==> config.mk <==
export PLATFORM = sky130hd
export DESIGN_NAME = tag_alloc
export DESIGN_NICKNAME = d
export VERILOG_FILES = /design/src/rtl/tag_alloc_r.sv /design/src/rtl/tag_alloc.sv
export SDC_FILE = /design/constraint.sdc
export NUM_CORES = 1
export LEC_CHECK = 0
export BUFFER_PORTS_ARGS = -buffer_cell sky130_fd_sc_hd__buf_4
export CAP_MARGIN = 10
export CELL_PAD_IN_SITES_DETAIL_PLACEMENT = 0
export CELL_PAD_IN_SITES_GLOBAL_PLACEMENT = 2
export CORE_UTILIZATION = 36
export CTS_CLUSTER_SIZE = 40
export DETAILED_ROUTE_END_ITERATION = 10
export GPL_ROUTABILITY_DRIVEN = 0
export MAX_ROUTING_LAYER = met4
export PLACE_DENSITY = 0.81
export SYNTH_ARGS = -nofsm -noshare
export SYNTH_HDL_FRONTEND = slang
export SYNTH_SLANG_ARGS = --single-unit
==> constraint.sdc <==
create_clock -name clk -period 4.93 [get_ports clk]
set_input_delay 0.7395 -clock clk [delete_from_list [all_inputs] [get_ports clk]]
set_output_delay 0.7395 -clock clk [all_outputs]
set_load 0.01 [all_outputs]
==> src/rtl/tag_alloc_r.sv <==
// Circular first-zero finder: scans x downward starting at bit pos-1
// (wrapping modulo W) and reports the first clear bit it meets.
module tag_alloc_r #(
   parameter int W = 16
) (
   input  logic [W-1:0]         x,
   input  logic [$clog2(W)-1:0] pos,
   output logic [$clog2(W)-1:0] y_enc,
   output logic                 any
);
   localparam int TW = $clog2(W);

   logic [TW-1:0] idx;

   // Walk from the farthest candidate (pos itself) towards pos-1 so the
   // nearest clear bit below pos is the last one written and wins.
   always_comb begin
      any   = 1'b0;
      y_enc = '0;
      idx   = '0;
      for (int i = W; i >= 1; i--) begin
         idx = pos - i[TW-1:0];
         if (!x[idx]) begin
            any   = 1'b1;
            y_enc = idx;
         end
      end
   end
endmodule

==> src/rtl/tag_alloc.sv <==
// Tag allocator: keeps one registered tag on offer, hands tags out in
// descending circular order, and accepts releases of held tags.
module tag_alloc #(
   parameter int W = 16
) (
   input  logic                 clk,
   input  logic                 rst_n,
   input  logic                 flush_i,
   output logic                 alloc_vld_o,
   output logic [$clog2(W)-1:0] alloc_tag_o,
   input  logic                 alloc_rdy_i,
   input  logic                 free_vld_i,
   input  logic [$clog2(W)-1:0] free_tag_i,
   output logic [$clog2(W):0]   count_o,
   output logic                 full_o,
   output logic                 err_o
);
   localparam int TW = $clog2(W);

   logic [W-1:0]  occ;
   logic [TW-1:0] ptr;
   logic          offer_vld;
   logic [TW-1:0] offer_tag;
   logic [TW:0]   count;
   logic          err;

   logic          accept;
   logic          legal_free;
   logic          can_load;
   logic [W-1:0]  free_mask;
   logic [W-1:0]  load_mask;
   logic [W-1:0]  occ_free;
   logic [TW-1:0] found_tag;
   logic          found;

   // A free is honoured only for a held tag that is not the one on offer,
   // and never when nothing is counted as accepted.
   always_comb begin
      accept     = offer_vld & alloc_rdy_i;
      legal_free = free_vld_i & occ[free_tag_i]
                   & ~(offer_vld && (free_tag_i == offer_tag))
                   & (count != '0);
      free_mask  = legal_free ? ({{(W-1){1'b0}}, 1'b1} << free_tag_i) : '0;
      occ_free   = occ & ~free_mask;
      can_load   = (~offer_vld | accept) & found;
      load_mask  = can_load ? ({{(W-1){1'b0}}, 1'b1} << found_tag) : '0;
   end

   // The search sees same-cycle frees so a released tag is reusable at once.
   tag_alloc_r #(.W(W)) r (
      .x     (occ_free),
      .pos   (ptr),
      .y_enc (found_tag),
      .any   (found)
   );

   // Allocator state; reset beats flush, flush beats every other input.
   always_ff @(posedge clk) begin
      if (!rst_n) begin
         occ       <= '0;
         ptr       <= '0;
         offer_vld <= 1'b0;
         offer_tag <= '0;
         count     <= '0;
         err       <= 1'b0;
      end else if (flush_i) begin
         occ       <= '0;
         ptr       <= '0;
         offer_vld <= 1'b0;
         count     <= '0;
      end else begin
         occ <= occ_free | load_mask;
         if (can_load) begin
            offer_vld <= 1'b1;
            offer_tag <= found_tag;
            ptr       <= found_tag;
         end else if (accept) begin
            offer_vld <= 1'b0;
         end
         if (accept && !legal_free)
            count <= count + 1'b1;
         else if (!accept && legal_free)
            count <= count - 1'b1;
         if (free_vld_i && !legal_free)
            err <= 1'b1;
      end
   end

   assign alloc_vld_o = offer_vld;
   assign alloc_tag_o = offer_tag;
   assign count_o     = count;
   assign full_o      = (&occ) & ~offer_vld;
   assign err_o       = err;
endmodule

==> metrics, run 1 <==
# DRC=0; Post-synth top flop=dfxtp_1; synth warn=0; Yosys cell types=88; Mapped Area=about 4300 sq um; outcome=completed; wire length per cell=~21 um; r2r setup slk=about 470 ps; crit-path max FO=14; Power Density=746.0 nW/um^2; Die H=110.7 um; Post-Route WL=15.87 mm; CP required=~5000 ps; cts hold-fix bufs=0; multi-input logic area=between 3000 and 4000 sq um; worst vdd ir=395.7 uV; Mapped Nets=591; met3 routed WL=about 1.1 mm; Antenna diodes=0; Crit Path Category=in -> reg; Worst setup EP type=flop; DR iter-0 viols=approximately 470; layout cells sized above 1=0.1683; # H-tree levels=2; Worst Setup SP=free_tag_i[0]; post-CTS setup buffers=0; nets=~630; Gate power share=0.794; unrepaired setup endpoints after global routing=false; Initial Util=0.3706; Leak=approximately 0.0017 uW; part of the power in registers=0.108; Syn Area/Cell=around 7.5 sq um; Clock Pin Slew Worst Setup and Hold Paths=about 50 ps; initial antenna violation count=0; clock latency on the worst-skew pair=between 200 and 300 ps; Tcrit/Tclk final=0.9550; DPL Wire Length=~12 mm; first-pass GRT wire length=around 25 mm; CTS Buf Count=5; Slew @ Worst Pin=881.5 ps; Total Power=3666 uW; vias in the first global route=approximately 4.7k; Critical Path Start Type=input pin; Sink Count=31; setup TNS=0 ps; total global routing overflow=0; Core ar.=between 10000 and 15000 sq um; Post-Syn Instances=570; post-synthesis sequential area ratio=0.1460; Worst R2R Start=alloc_tag_o[0]; Total Routing Usage GR=0.2637; Max Cap Viol=0; PortBufs=20; met1 WL=around 7.0 mm; clock skew=approximately 6.5 ps; number of I/O pins=21; sequential cell area=between 600 and 700 sq um; CTS Root Cell=clkbuf_16; Antenna Violating Nets Remaining=0; Die Area=around 12000 sq um; RR Endpoint=occ[12]; WP data arrival=4830 ps; Core Rows=39; WHS=~500 ps; TritonCTS clock tree=yes; number of cells on the worst reg-to-reg path=13; vias per cell=between 6 and 7; most frequent cells in the layout=nand2_1 (72), buf_4 (60), nor2_1 (53); hold path endpoint=ptr[1]; Post-synth EDFFs=0; via count=4923; CTS Buffer Depth=2; Final setup viols=0; fillers=~1.2k; Worst Hold Launch=ptr[1]; Psw=approximately 2000 uW; Cell Int Power=around 1700 uW; Top Layer Used=met4; Core Util, Final=0.4286; asr flop ratio synth=0; clock network power share=0.098; Min-Delay Path Depth=2; #FFs+latches synth=31; Hold Path Class=reg -> reg; fin crit period=roughly 4700 ps; cts repair resizes=0; Detailed Routing Iterations Pass 1=5; area delta synth->final=15.63%; Sw Share=0.5494; Die W=approximately 110 um; Final Hold Viols=0; Final Slew Violations=0; most common cell after layout, fill and taps aside=nand2_1; largest net degree at the start of global routing=31; FMAX=around 210 MHz; met2 wire length=7.143 mm; relative slew slack=0.4109
-- cell families after synthesis --
logic type | Yosys count | share of synthesized area
xor gates and xnor gates | 24 | 0.04946
AOI/OAI and AO/OA | 208 | 0.3718
buffers and inverters | 53 | 0.05122
muxes | 17 | 0.07860
and+or+nand+nor | 225 | 0.2658
adders and majority gates | 12 | 0.03709
DFF | 31 | 0.1460
-- per-layer routing --
metal  global-route usage  vias up
met5                    -        -
met4               0.1111        0
met3              0.03007       52
met2               0.4099      253
met1               0.3470     2323
li1                     -     2295
-- state kept, by name, summed over array words and instances (netlist names) --
register / cells
err_o: 1
occ: 16
alloc_vld_o: 1
ptr: 4
count_o: 5
alloc_tag_o: 4
-- worst max-delay path, cell delays in order --
cell and delay, ps:
buf_4 170, xnor2_1 160, and4b_1 310, nor4_1 630
o32ai_1 380, mux4_2 590, nand2_1 100, o21a_1 190
or3b_1 360, a311oi_1 320, o211ai_1 210, a31oi_4 300
nand2b_1 250, o32ai_1 120
-- how the worst max path moves through the flow --
| stage | end | depth (start not counted) |
|---|---|---|
| after detailed placement | occ[12] | 14 |
| after CTS | occ[12] | 14 |
| after global routing | occ[13] | 14 |
| after global placement | occ[12] | 14 |
| final | occ[12] | 14 |
| after floorplan | occ[13] | 15 |
-- power groups by stage --
stage          registers, uW  clock network (uW)  logic, uW
2_1_floorplan            370                   0       1930
3_3_place_gp             401                   0       2860
3_5_place_dp             399                   0       2830
4_1_cts                  394                 365       2840
5_1_grt                  402                 377       3110
6_report                 395                 359       2910
-- Yosys cell counts, types with 6 or more instances --
| master | instances | area share |
|---|---|---|
| a211oi_1 | 11 | 0.019 |
| a21oi_1 | 26 | 0.031 |
| a221oi_1 | 6 | 0.012 |
| a31oi_1 | 7 | 0.010 |
| clkbuf_1 | 22 | 0.019 |
| dfxtp_1 | 31 | 0.15 |
| ha_1 | 11 | 0.032 |
| inv_1 | 20 | 0.018 |
| mux4_2 | 13 | 0.069 |
| nand2_1 | 72 | 0.064 |
| nand2b_1 | 8 | 0.012 |
| nand3_1 | 18 | 0.021 |
| nor2_1 | 53 | 0.047 |
| nor2b_1 | 10 | 0.015 |
| nor3_1 | 8 | 0.0094 |
| nor4_1 | 12 | 0.018 |
| o211ai_1 | 16 | 0.028 |
| o21a_1 | 6 | 0.011 |
| o21ai_0 | 17 | 0.020 |
| o21ai_1 | 9 | 0.011 |
| o22ai_1 | 15 | 0.022 |
| o31ai_1 | 7 | 0.012 |
| o32ai_1 | 16 | 0.033 |
| or3_1 | 7 | 0.010 |
| xnor2_1 | 17 | 0.035 |
| xor2_1 | 7 | 0.014 |
-- area by class of cell --
| type | instances | share of cell area |
|---|---|---|
| inverters | 21 | 0.01604 |
| flip-flops and latches | 31 | 0.1263 |
| repair buffers | 60 | 0.09165 |
| multi-input cells | 486 | 0.6942 |
| clock inverters | 2 | 0.007128 |
| well taps | 143 | 0.03641 |
| clock buffers | 6 | 0.02826 |
-- per-stage QoR --
stage | area [sq um] | instances | setup WS (ps)
2_1_floorplan | 4250 | 570 | 836.9
3_3_place_gp | 4741 | 741 | -70.29
3_5_place_dp | 4741 | 741 | 6.790
4_1_cts | 4915 | 749 | 255.5
5_1_grt | 4915 | 749 | 54.19
6_report | 4915 | 749 | 222.0
Note: power is estimated with default switching activity, not from simulation.
==> run 2: changes to the inputs <==
--- a/config.mk
+++ b/config.mk
@@ -5,16 +5,18 @@
 export SDC_FILE = /design/constraint.sdc
 export NUM_CORES = 1
 export LEC_CHECK = 0
+export ABC_AREA = 1
 export BUFFER_PORTS_ARGS = -buffer_cell sky130_fd_sc_hd__buf_4
 export CAP_MARGIN = 10
 export CELL_PAD_IN_SITES_DETAIL_PLACEMENT = 0
 export CELL_PAD_IN_SITES_GLOBAL_PLACEMENT = 2
-export CORE_UTILIZATION = 36
+export CORE_UTILIZATION = 33
 export CTS_CLUSTER_SIZE = 40
 export DETAILED_ROUTE_END_ITERATION = 10
 export GPL_ROUTABILITY_DRIVEN = 0
 export MAX_ROUTING_LAYER = met4
-export PLACE_DENSITY = 0.81
+export PLACE_DENSITY = 0.83
+export SKIP_LAST_GASP = 1
 export SYNTH_ARGS = -nofsm -noshare
 export SYNTH_HDL_FRONTEND = slang
 export SYNTH_SLANG_ARGS = --single-unit
==> run 2 against run 1 <==
  * Register-to-register slack better by 560 ps
  * Setup slack better by 530 ps
  * Utilization down 5.0 points
  * Worst hold slack worse by 30 ps
  * Synthesized cell count up 11%
  * Count of clock-buffer cells in the layout unchanged
  * Sequential cell count unchanged
  * Final cell count up 5.3%
==> metrics, run 2 <==
outcome=completed (unchanged); Tcrit/Tclk final=0.8468 (was 0.9550); relative slew slack=0.5179 (was 0.4109); Slew @ Worst Pin=722.4 ps (was 881.5 ps); WP data arrival=4300 ps (was 4830 ps); cts repair resizes=0 (unchanged); Post-Syn Instances=633 (was 570); Mapped Nets=654 (was 591); CTS Root Cell=clkbuf_16 (unchanged); Die Area=11730 sq um (was 12240 sq um); most common cell after layout, fill and taps aside=nand2_1 (unchanged); area delta synth->final=11.04% (was 15.63%); DR iter-0 viols=326 (was 468); Sink Count=31 (unchanged); CP required=5050 ps (was 5060 ps); CTS Buf Count=5 (unchanged); commonest cells in the synthesized netlist=nand2_1 (185), nand3_1 (121), a21oi_1 (60) (was nand2_1 (72), nor2_1 (53), dfxtp_1 (31)); #FFs+latches synth=31 (unchanged); most frequent cells in the layout=nand2_1 (185), nand3_1 (121), a21oi_1 (60) (was nand2_1 (72), buf_4 (60), nor2_1 (53)); CP most frequent cell=nand2_1 (was o32ai_1); # H-tree levels=2 (unchanged); layout cells sized above 1=0.1556 (was 0.1683); initial antenna violation count=0 (unchanged); DPL Wire Length=10.04 mm (was 12.38 mm); Syn Area/Cell=5.892 sq um (was 7.457 sq um); Clock Pin Slew Worst Setup and Hold Paths=50 ps (about the same); TritonCTS clock tree=yes (unchanged); vias per cell=5.300 (was 6.573); Core ar.=10940 sq um (was 11470 sq um); post-synthesis sequential area ratio=0.1664 (was 0.1460); PortBufs=20 (unchanged); count leader, synth=nand2_1 (unchanged); Post-synth EDFFs=0 (unchanged); Total Routing Usage GR=0.2311 (was 0.2637); Mapped Area=3730 sq um (was 4250 sq um); Worst setup EP type=flop (unchanged); vias in the first global route=3863 (was 4680); Final setup viols=0 (unchanged); Initial Util=0.3411 (was 0.3706); slowest CP cell=a31oi_1 (was nor4_1); setup TNS=0 ps (unchanged); via count=4182 (was 4923); Final Slew Violations=0 (unchanged); fin crit period=4175 ps (was 4708 ps); Antenna diodes=0 (unchanged); synth warn=0 (unchanged); Critical Path Start Type=input pin (unchanged); Crit Path Category=in -> reg (unchanged); wire length per cell=16.18 um (was 21.19 um); largest net degree at the start of global routing=31 (unchanged); unrepaired setup endpoints after global routing=false (unchanged); Max Cap Viol=0 (unchanged); Detailed Routing Iterations Pass 1=5 (unchanged); asr flop ratio synth=0 (unchanged); crit-path max FO=17 (was 14); area leader, netlist=nand2_1 (was dfxtp_1); post-CTS setup buffers=0 (unchanged); FMAX=239.5 MHz (was 212.4 MHz); Die H=108.3 um (was 110.7 um); max reg flops=16 (unchanged); Hold Path Class=reg -> reg (unchanged); clock latency on the worst-skew pair=270 ps (about the same); largest register by flop count=occ (unchanged); # DRC=0 (unchanged); Post-synth top flop=dfxtp_1 (unchanged); number of I/O pins=21 (unchanged); cts hold-fix bufs=0 (unchanged); crit-path max cell delay=320 ps (was 630 ps); first-pass GRT wire length=20.19 mm (was 25.43 mm); Yosys cell types=37 (was 88); top post-synthesis cells by area=nand2_1 (19%), dfxtp_1 (17%), nand3_1 (16%), a21oi_1 (8.1%), nand3_2 (6.4%) (was dfxtp_1 (15%), mux4_2 (6.9%), nand2_1 (6.4%), nor2_1 (4.7%), xnor2_1 (3.5%)); Core Rows=38 (was 39); area fraction of the dominant cell type after synthesis=0.1862 (was 0.1460); Post-Route WL=12.77 mm (was 15.87 mm); CTS Buffer Depth=2 (unchanged); total global routing overflow=0 (unchanged); nets=670 (was 626); Antenna Violating Nets Remaining=0 (unchanged); Die W=108.3 um (was 110.7 um); clock skew=2.635 ps (was 6.505 ps); Final Hold Viols=0 (unchanged)
-- run 2: cell types whose count changed after synthesis, sizes merged, moves of 12 or more --
cell    delta
a211oi    -12
a21oi     +35
clkbuf    -14
inv       +46
mux4      -13
nand2    +129
nand3    +129
nor2      -27
nor4      -12
o211ai    -15
o21ai     -14
o22ai     -15
o32ai     -17
xnor2     -13
-- run 2: cell families after synthesis --
| family | count (synthesis) | synth area share |
|---|---|---|
| AND/OR/NAND/NOR | 401 | 0.5273 |
| AO/OA/AOI/OAI | 88 | 0.1298 |
| buffers and inverters | 88 | 0.1037 |
| flip-flops | 31 | 0.1664 |
| XOR/XNOR | 13 | 0.03053 |
| adder cells (fa/ha/maj) | 12 | 0.04227 |
-- run 2: critical path: cells and delay by family --
family,cells,cell delay [ps]
and+or+nand+nor,25,2680
buffers and inverters,3,410
AOI/OAI and AO/OA,3,450
-- run 2: per-layer routing --
layer / GRT usage / routed length [um]
met1: 0.3169 / 6234
met4: 0.05309 / 158
met2: 0.3517 / 5587
met5: - / 0
met3: 0.04039 / 786
-- run 2: final cells by class --
cell class | count | area, sq um
inverters | 67 | 254.0
well taps | 140 | 175.2
repair buffers | 30 | 225.2
fillers | 1219 | 6794
flip-flops and latches | 31 | 620.6
clock inverters | 1 | 5.005
clock buffers | 6 | 138.9
multi-input cells | 514 | 2723
-- run 2: worst paths after layout --
kind	from	endpoint	slack (ps)	cells past startpoint
worst max-delay path	free_tag_i[0]	occ[2]	760	31
worst min-delay path	err_o	err_o	470	2
worst max register to register	count_o[0]	occ[2]	1030	29
worst min register to register	err_o	err_o	470	2
-- run 2: stage by stage --
stage	instances	hold slack (ps)	instance area, sq um	utilization	setup slack, ps
floorplan	633	471.8	3730	-	1538
global placement	782	456.6	3998	0.3656	540.4
detailed placement	782	474.4	3998	0.3656	551.4
CTS	789	485.9	4141	0.3787	835.6
global route	789	515.6	4141	0.3787	413.3
finish	789	472.8	4141	0.3787	755.4
Power of run 2 is left out: the tool's default activity adds up to more than one toggle a clock period on the data nets, which glitch-free logic cannot reach.
